[src/rtl/relm_div_seq.sv]
// Sequencer for the relm_custom divide unit: issues DIV, INIT, LOOPxk and MOD one op per cycle,
// owns the A and CB operand registers and returns quotient/remainder with a done pulse.
module relm_div_seq #(
    parameter int unsigned WD  = 32,
    parameter int unsigned WOP = 5,
    parameter int unsigned WC  = 64
) (
    input  logic             clk,
    input  logic             reset,
    input  logic             start_in,
    input  logic [WD-1:0]    n_in,
    input  logic [WD-1:0]    d_in,
    output logic             ready_out,
    output logic             done_out,
    output logic [WD-1:0]    q_out,
    output logic [WD-1:0]    r_out,
    output logic [WOP-1:0]   cu_op_out,
    output logic             cu_opb_out,
    output logic [WD-1:0]    cu_x_out,
    output logic [WD-1:0]    cu_xb_out,
    output logic [WD-1:0]    cu_a_out,
    output logic [WC+WD-1:0] cu_cb_out,
    input  logic [WD-1:0]    cu_a_in,
    input  logic [WC+WD-1:0] cu_cb_in
);

    localparam logic [2:0] StIdle  = 3'd0;
    localparam logic [2:0] StDiv   = 3'd1;
    localparam logic [2:0] StQcalc = 3'd2;
    localparam logic [2:0] StInit  = 3'd3;
    localparam logic [2:0] StLoop  = 3'd4;
    localparam logic [2:0] StMod   = 3'd5;
    localparam logic [2:0] StDone  = 3'd6;

    localparam int unsigned MaxLoop = (WD + 1) / 2;
    localparam int unsigned LW      = $clog2(MaxLoop + 1);
    localparam int unsigned IW      = $clog2(WD);

    localparam logic [WOP-1:0] OpDiv  = WOP'(3'b101);
    localparam logic [WOP-1:0] OpNone = '0;

    localparam logic [1:0] SubInit = 2'b01;
    localparam logic [1:0] SubLoop = 2'b10;
    localparam logic [1:0] SubMod  = 2'b11;

    function automatic logic [WD-1:0] sub_x(input logic [1:0] sub);
        logic [WD-1:0] x;
        x = '0;
        x[WOP+1:WOP] = sub;
        return x;
    endfunction

    // Bit position of a one-hot value (Breg holds the one-hot MSB of D).
    function automatic logic [IW-1:0] onehot_index(input logic [WD-1:0] v);
        logic [IW-1:0] idx;
        idx = '0;
        for (int i = 0; i < WD; i++) begin
            if (v[i]) begin
                idx = IW'(i);
            end
        end
        return idx;
    endfunction

    logic [2:0]       state_q, state_d;
    logic             ready_q, ready_d;
    logic             done_q, done_d;
    logic [WD-1:0]    q_q, q_d;
    logic [WD-1:0]    r_q, r_d;
    logic [WOP-1:0]   op_q, op_d;
    logic             opb_q, opb_d;
    logic [WD-1:0]    x_q, x_d;
    logic [WD-1:0]    xb_q, xb_d;
    logic [WD-1:0]    a_q, a_d;
    logic [WC+WD-1:0] cb_q, cb_d;
    logic [WD-1:0]    n_q, n_d;
    logic             dz_q, dz_d;
    logic [LW-1:0]    loop_q, loop_d;

    logic [WD-1:0]    breg;

    assign breg = cb_q[WD-1:0];

    always_comb begin
        state_d = state_q;
        ready_d = ready_q;
        done_d  = 1'b0;
        q_d     = q_q;
        r_d     = r_q;
        op_d    = op_q;
        opb_d   = opb_q;
        x_d     = x_q;
        xb_d    = xb_q;
        a_d     = a_q;
        cb_d    = cb_q;
        n_d     = n_q;
        dz_d    = dz_q;
        loop_d  = loop_q;

        case (state_q)
            StIdle: begin
                ready_d = 1'b1;
                if (start_in) begin
                    ready_d = 1'b0;
                    n_d     = n_in;
                    cb_d    = '0;
                    if (d_in == '0) begin
                        // Zero divisor resolves in QCALC without ever driving the unit.
                        dz_d    = 1'b1;
                        state_d = StQcalc;
                    end else begin
                        dz_d    = 1'b0;
                        op_d    = OpDiv;
                        opb_d   = 1'b0;
                        x_d     = '0;
                        xb_d    = d_in;
                        a_d     = n_in;
                        state_d = StDiv;
                    end
                end
            end

            StDiv: begin
                a_d     = cu_a_in;
                cb_d    = cu_cb_in;
                op_d    = OpNone;
                opb_d   = 1'b0;
                x_d     = '0;
                xb_d    = '0;
                state_d = StQcalc;
            end

            StQcalc: begin
                if (dz_q) begin
                    q_d     = '1;
                    r_d     = n_q;
                    done_d  = 1'b1;
                    state_d = StDone;
                end else if (a_q < breg) begin
                    q_d     = '0;
                    r_d     = n_q;
                    done_d  = 1'b1;
                    state_d = StDone;
                end else begin
                    // Initial quotient step: 2^(msb(N) - msb(D)).
                    a_d     = a_q >> onehot_index(breg);
                    op_d    = OpDiv;
                    opb_d   = 1'b1;
                    x_d     = sub_x(SubInit);
                    state_d = StInit;
                end
            end

            StInit: begin
                a_d     = cu_a_in;
                cb_d    = cu_cb_in;
                x_d     = sub_x(SubLoop);
                loop_d  = '0;
                state_d = StLoop;
            end

            StLoop: begin
                a_d    = cu_a_in;
                cb_d   = cu_cb_in;
                loop_d = loop_q + LW'(1);
                if (cu_a_in == '0 || loop_q == LW'(MaxLoop - 1)) begin
                    x_d     = sub_x(SubMod);
                    state_d = StMod;
                end
            end

            StMod: begin
                q_d     = breg;
                r_d     = cu_a_in;
                done_d  = 1'b1;
                op_d    = OpNone;
                opb_d   = 1'b0;
                x_d     = '0;
                state_d = StDone;
            end

            StDone: begin
                ready_d = 1'b1;
                state_d = StIdle;
            end

            default: begin
                ready_d = 1'b1;
                op_d    = OpNone;
                opb_d   = 1'b0;
                x_d     = '0;
                xb_d    = '0;
                state_d = StIdle;
            end
        endcase
    end

    always_ff @(posedge clk) begin
        if (reset) begin
            state_q <= StIdle;
            ready_q <= 1'b1;
            done_q  <= 1'b0;
            q_q     <= '0;
            r_q     <= '0;
            op_q    <= '0;
            opb_q   <= 1'b0;
            x_q     <= '0;
            xb_q    <= '0;
            a_q     <= '0;
            cb_q    <= '0;
            n_q     <= '0;
            dz_q    <= 1'b0;
            loop_q  <= '0;
        end else begin
            state_q <= state_d;
            ready_q <= ready_d;
            done_q  <= done_d;
            q_q     <= q_d;
            r_q     <= r_d;
            op_q    <= op_d;
            opb_q   <= opb_d;
            x_q     <= x_d;
            xb_q    <= xb_d;
            a_q     <= a_d;
            cb_q    <= cb_d;
            n_q     <= n_d;
            dz_q    <= dz_d;
            loop_q  <= loop_d;
        end
    end

    assign ready_out  = ready_q;
    assign done_out   = done_q;
    assign q_out      = q_q;
    assign r_out      = r_q;
    assign cu_op_out  = op_q;
    assign cu_opb_out = opb_q;
    assign cu_x_out   = x_q;
    assign cu_xb_out  = xb_q;
    assign cu_a_out   = a_q;
    assign cu_cb_out  = cb_q;

endmodule

[config.mk]
export PLATFORM = sky130hd
export DESIGN_NAME = relm_div_seq
export DESIGN_NICKNAME = d
export VERILOG_FILES = /design/src/rtl/relm_div_seq.sv
export SDC_FILE = /design/constraint.sdc
export NUM_CORES = 1
export LEC_CHECK = 0
export CELL_PAD_IN_SITES_DETAIL_PLACEMENT = 0
export CELL_PAD_IN_SITES_GLOBAL_PLACEMENT = 1
export CORE_MARGIN = 2
export CORE_UTILIZATION = 36
export DETAILED_ROUTE_END_ITERATION = 8
export HOLD_SLACK_MARGIN = 0.1
export PLACE_DENSITY_LB_ADDON = 0.1
export SYNTH_ARGS = -nofsm -noshare
export SYNTH_HDL_FRONTEND = slang
export SYNTH_SLANG_ARGS = --single-unit
[constraint.sdc]
create_clock -name clk -period 4.9 [get_ports clk]
set_input_delay 0.98 -clock clk [delete_from_list [all_inputs] [get_ports clk]]
set_output_delay 0.98 -clock clk [all_outputs]
set_load 0.01 [all_outputs]
==> run_results.csv <==
group,metric,value,unit
pwr,power.static_leakage,7.15,nW
drt,antenna_left,0,
placed_design,place_hpwl,45000,um
finish,area_growth,41.3,%
finish,nets,2375,
logic_synthesis,ys_types,75,
clock_tree,cts_resized,0,
logic_synthesis,synth_seq_cells,271,
finish,final_cells,2681,
critical_path,crit_fanout,12,
sta,fin_crit,3.79,ns
logic_synthesis,avgSynthCellArea,7.77,um2
clock_tree,post_cts_buffers,0,
run_status,status,"completed",
sta,fin_tns_setup,0,ns
drt,via_count,15100,
drt,drc,0,
logic_synthesis,yosysTopAreaCell,"dfxtp_1",
placed_design,gp_congestion,1.03,
sta,final.setup_skew,0.0192,ns
global_routing,grt_pass1_wl,90900,um
drt,met2WireLength,28600,um
run,max-cap-violations,0,
clock_tree,ctsHoldBuffers,0,
pwr,p_sw,6.78,mW
clock_tree,clk_path_buf_depth,3,
critical_path,end_kind,"flip-flop",
global_routing,grt.total_usage,0.301,
clock_tree,insertion_delay,0.55,ns
placed_design,io_buffers,425,
pwr,intPower,7.11,mW
drt,wl_met1,25700,um
floorplanning,num_rows,71,
sta,final_max_slew_viol_count,0,
clock_tree,root_buffer,"clkbuf_16",
clock_tree,htree_levels,2,
drt,drtIter0Drc,1253,
pwr,power,13.9,mW
logic_synthesis,synth_area,13800,um2
sta,setup_viol,0,
logic_synthesis,synth_top_area_frac,0.394,
logic_synthesis,synthArstFlopShare,0,
floorplanning,die_x,200,um
clock_tree,clk_pin_slew,0.05,ns
pwr,comb_power_share,0.587,
hold_path,hp-class,"reg2reg",
finish,drive_gt1_frac,0.0637,
clock_tree,cts_sinks,271,
floorplanning,die_area,39900,um2
critical_path,cp.required,5.30,ns
critical_path,critPathKind,"reg2reg",
clock_tree,tritoncts,"done",
critical_path,startpoint_type,"flip-flop",
placed_design,pre_cts_ws,0.693,ns
logic_synthesis,synth_top_cells_by_area,"dfxtp_1 39%, nor2_1 7.4%, nand2_1 6.2%",
pwr,ir_drop,0.396,mV
pwr,power.density,713,nW/um2
logic_synthesis,yosysWarnings,0,
drt,dr_wl_met3,5210,um
logic_synthesis,synth_cells,1775,
floorplanning,initial_core_util,0.366,
placed_design,place_inst,2621,
pwr,switching_share,0.488,
logic_synthesis,synth_edf_count,0,
sta,layout_worst_path_cycle_share,0.774,
sta,max_freq,264,MHz
clock_tree,cts_buffers,35,
global_routing,grt_pass1_vias,14600,
finish,final_util,0.517,
sta,max_slew_margin,0.232,
critical_path,worstPathArrival,4.19,ns
sta,grt_setup_unrepaired,"no",
drt,top_layer,"met5",
sta,worst_slack,1.11,ns
global_routing,grt_overflow,0,
drt,first_pass_iters,5,
logic_synthesis,ys_seq_area_frac,0.394,
global_routing,antenna_found_initial,4,
global_routing,grt_max_degree,155,
logic_synthesis,synthFlopType,"dfxtp_1",
sta,worst_pin_slew,1.15,ns
drt,wl_per_cell,23.0,um
drt,wirelength,61700,um
pwr,clockPowerShare,0.175,
pwr,pwr-share-seq,0.239,
floorplanning,io_pins,459,
floorplanning,core_area,37700,um2
floorplanning,chipHeight,200,um
sta,hold_viol,0,
drt,vias_per_cell,5.64,
==> state kept, by name (all words and copies together), names as in the netlist <==
name	cells
state_q	3
q_out	32
cu_xb_out	32
loop_q	5
done_out	1
n_q	32
r_out	32
cu_x_out	2
cu_cb_out	96
cu_opb_out	1
cu_a_out	32
ready_out	1
cu_op_out	1
dz_q	1
==> layout make-up <==
cell class | count | area [um2]
Clock inverter | 10 | 100
Clock buffer | 47 | 941
Sequential cell | 271 | 5430
Multi-Input combinational cell | 1320 | 7570
Tap cell | 511 | 639
Antenna cell | 3 | 7.51
Timing Repair Buffer | 473 | 4630
Fill cell | 3746 | 18200
Inverter | 46 | 173
==> cell usage after synthesis (all sizes together), types with 17 or more instances <==
master / instances
dfxtp: 271
nor2: 271
nand2: 228
a21oi: 158
clkbuf: 106
a22oi: 102
nand3: 70
buf: 64
nor3: 61
a311oi: 47
inv: 46
o21ai: 35
ha: 33
nor4: 28
mux2i: 27
a211oi: 24
and3: 19
nand4: 17
o211ai: 17
==> critical path: stages (launching register included) <==
cell and delay [ns]:
dfxtp_1 0.48, nor2_1 0.10, o31ai_1 0.55, a21oi_2 0.22, o21ai_2 0.35, buf_4 0.31, mux2_2 0.44, mux2i_1 0.33
o221ai_1 0.22, nor4_1 0.33, buf_4 0.19, a311oi_1 0.09
==> final timing paths <==
kind / start / to / slack (ns) / depth (start not counted)
hold reg to reg: cu_xb_out[3] / cu_xb_out[3] / 0.45 / 2
hold / removal: cu_xb_out[3] / cu_xb_out[3] / 0.45 / 2
setup / recovery: cu_cb_out[2] / cu_a_out[0] / 1.11 / 11
setup reg to reg: cu_cb_out[2] / cu_a_out[0] / 1.11 / 11
==> cells in the final DEF (no fill, tap or decap), types with 46 or more instances in the layout <==
cell,n
a22oi_1,102
a311oi_1,47
nor3_1,59
buf_4,47
nor2_1,268
inv_1,46
dfxtp_1,271
clkdlybuf4s50_1,424
nand3_1,70
a21oi_1,156
nand2_1,225
==> stage by stage <==
| stage | cell area, um2 | hold slack [ns] |
|---|---|---|
| 3_3_place_gp | 18400 | 0.439 |
| 2_1_floorplan | 13900 | 0.437 |
| 6_report | 19500 | 0.446 |
| 4_1_cts | 19500 | 0.449 |
| 5_1_grt | 19500 | 0.470 |
| 3_5_place_dp | 18400 | 0.442 |
==> cells by family after synthesis <==
| group | count (synthesis) | share of synthesized area |
|---|---|---|
| simple gates | 725 | 0.231 |
| compound gates | 486 | 0.242 |
| other cells | 1 | 0.000272 |
| flops | 271 | 0.394 |
| mux | 43 | 0.0335 |
| buf+inv | 216 | 0.0700 |
| fa+ha+maj | 33 | 0.0300 |
==> layer usage <==
metal	up-vias	global-route usage
met3	138	0.0736
met1	7175	0.391
li1	7095	-
met5	-	0
met4	2	0.112
met2	710	0.483
==> power by group through the flow <==
| stage | combinational, mW | clock [mW] | sequential [mW] |
|---|---|---|---|
| 2_1_floorplan | 4.66 | 0 | 3.28 |
| 5_1_grt | 8.69 | 2.57 | 3.37 |
| 3_5_place_dp | 7.94 | 0 | 3.34 |
| 4_1_cts | 7.98 | 2.47 | 3.30 |
| 3_3_place_gp | 7.99 | 0 | 3.33 |
| 6_report | 8.15 | 2.43 | 3.32 |
No activity file was read; power rests on OpenSTA's default activity.
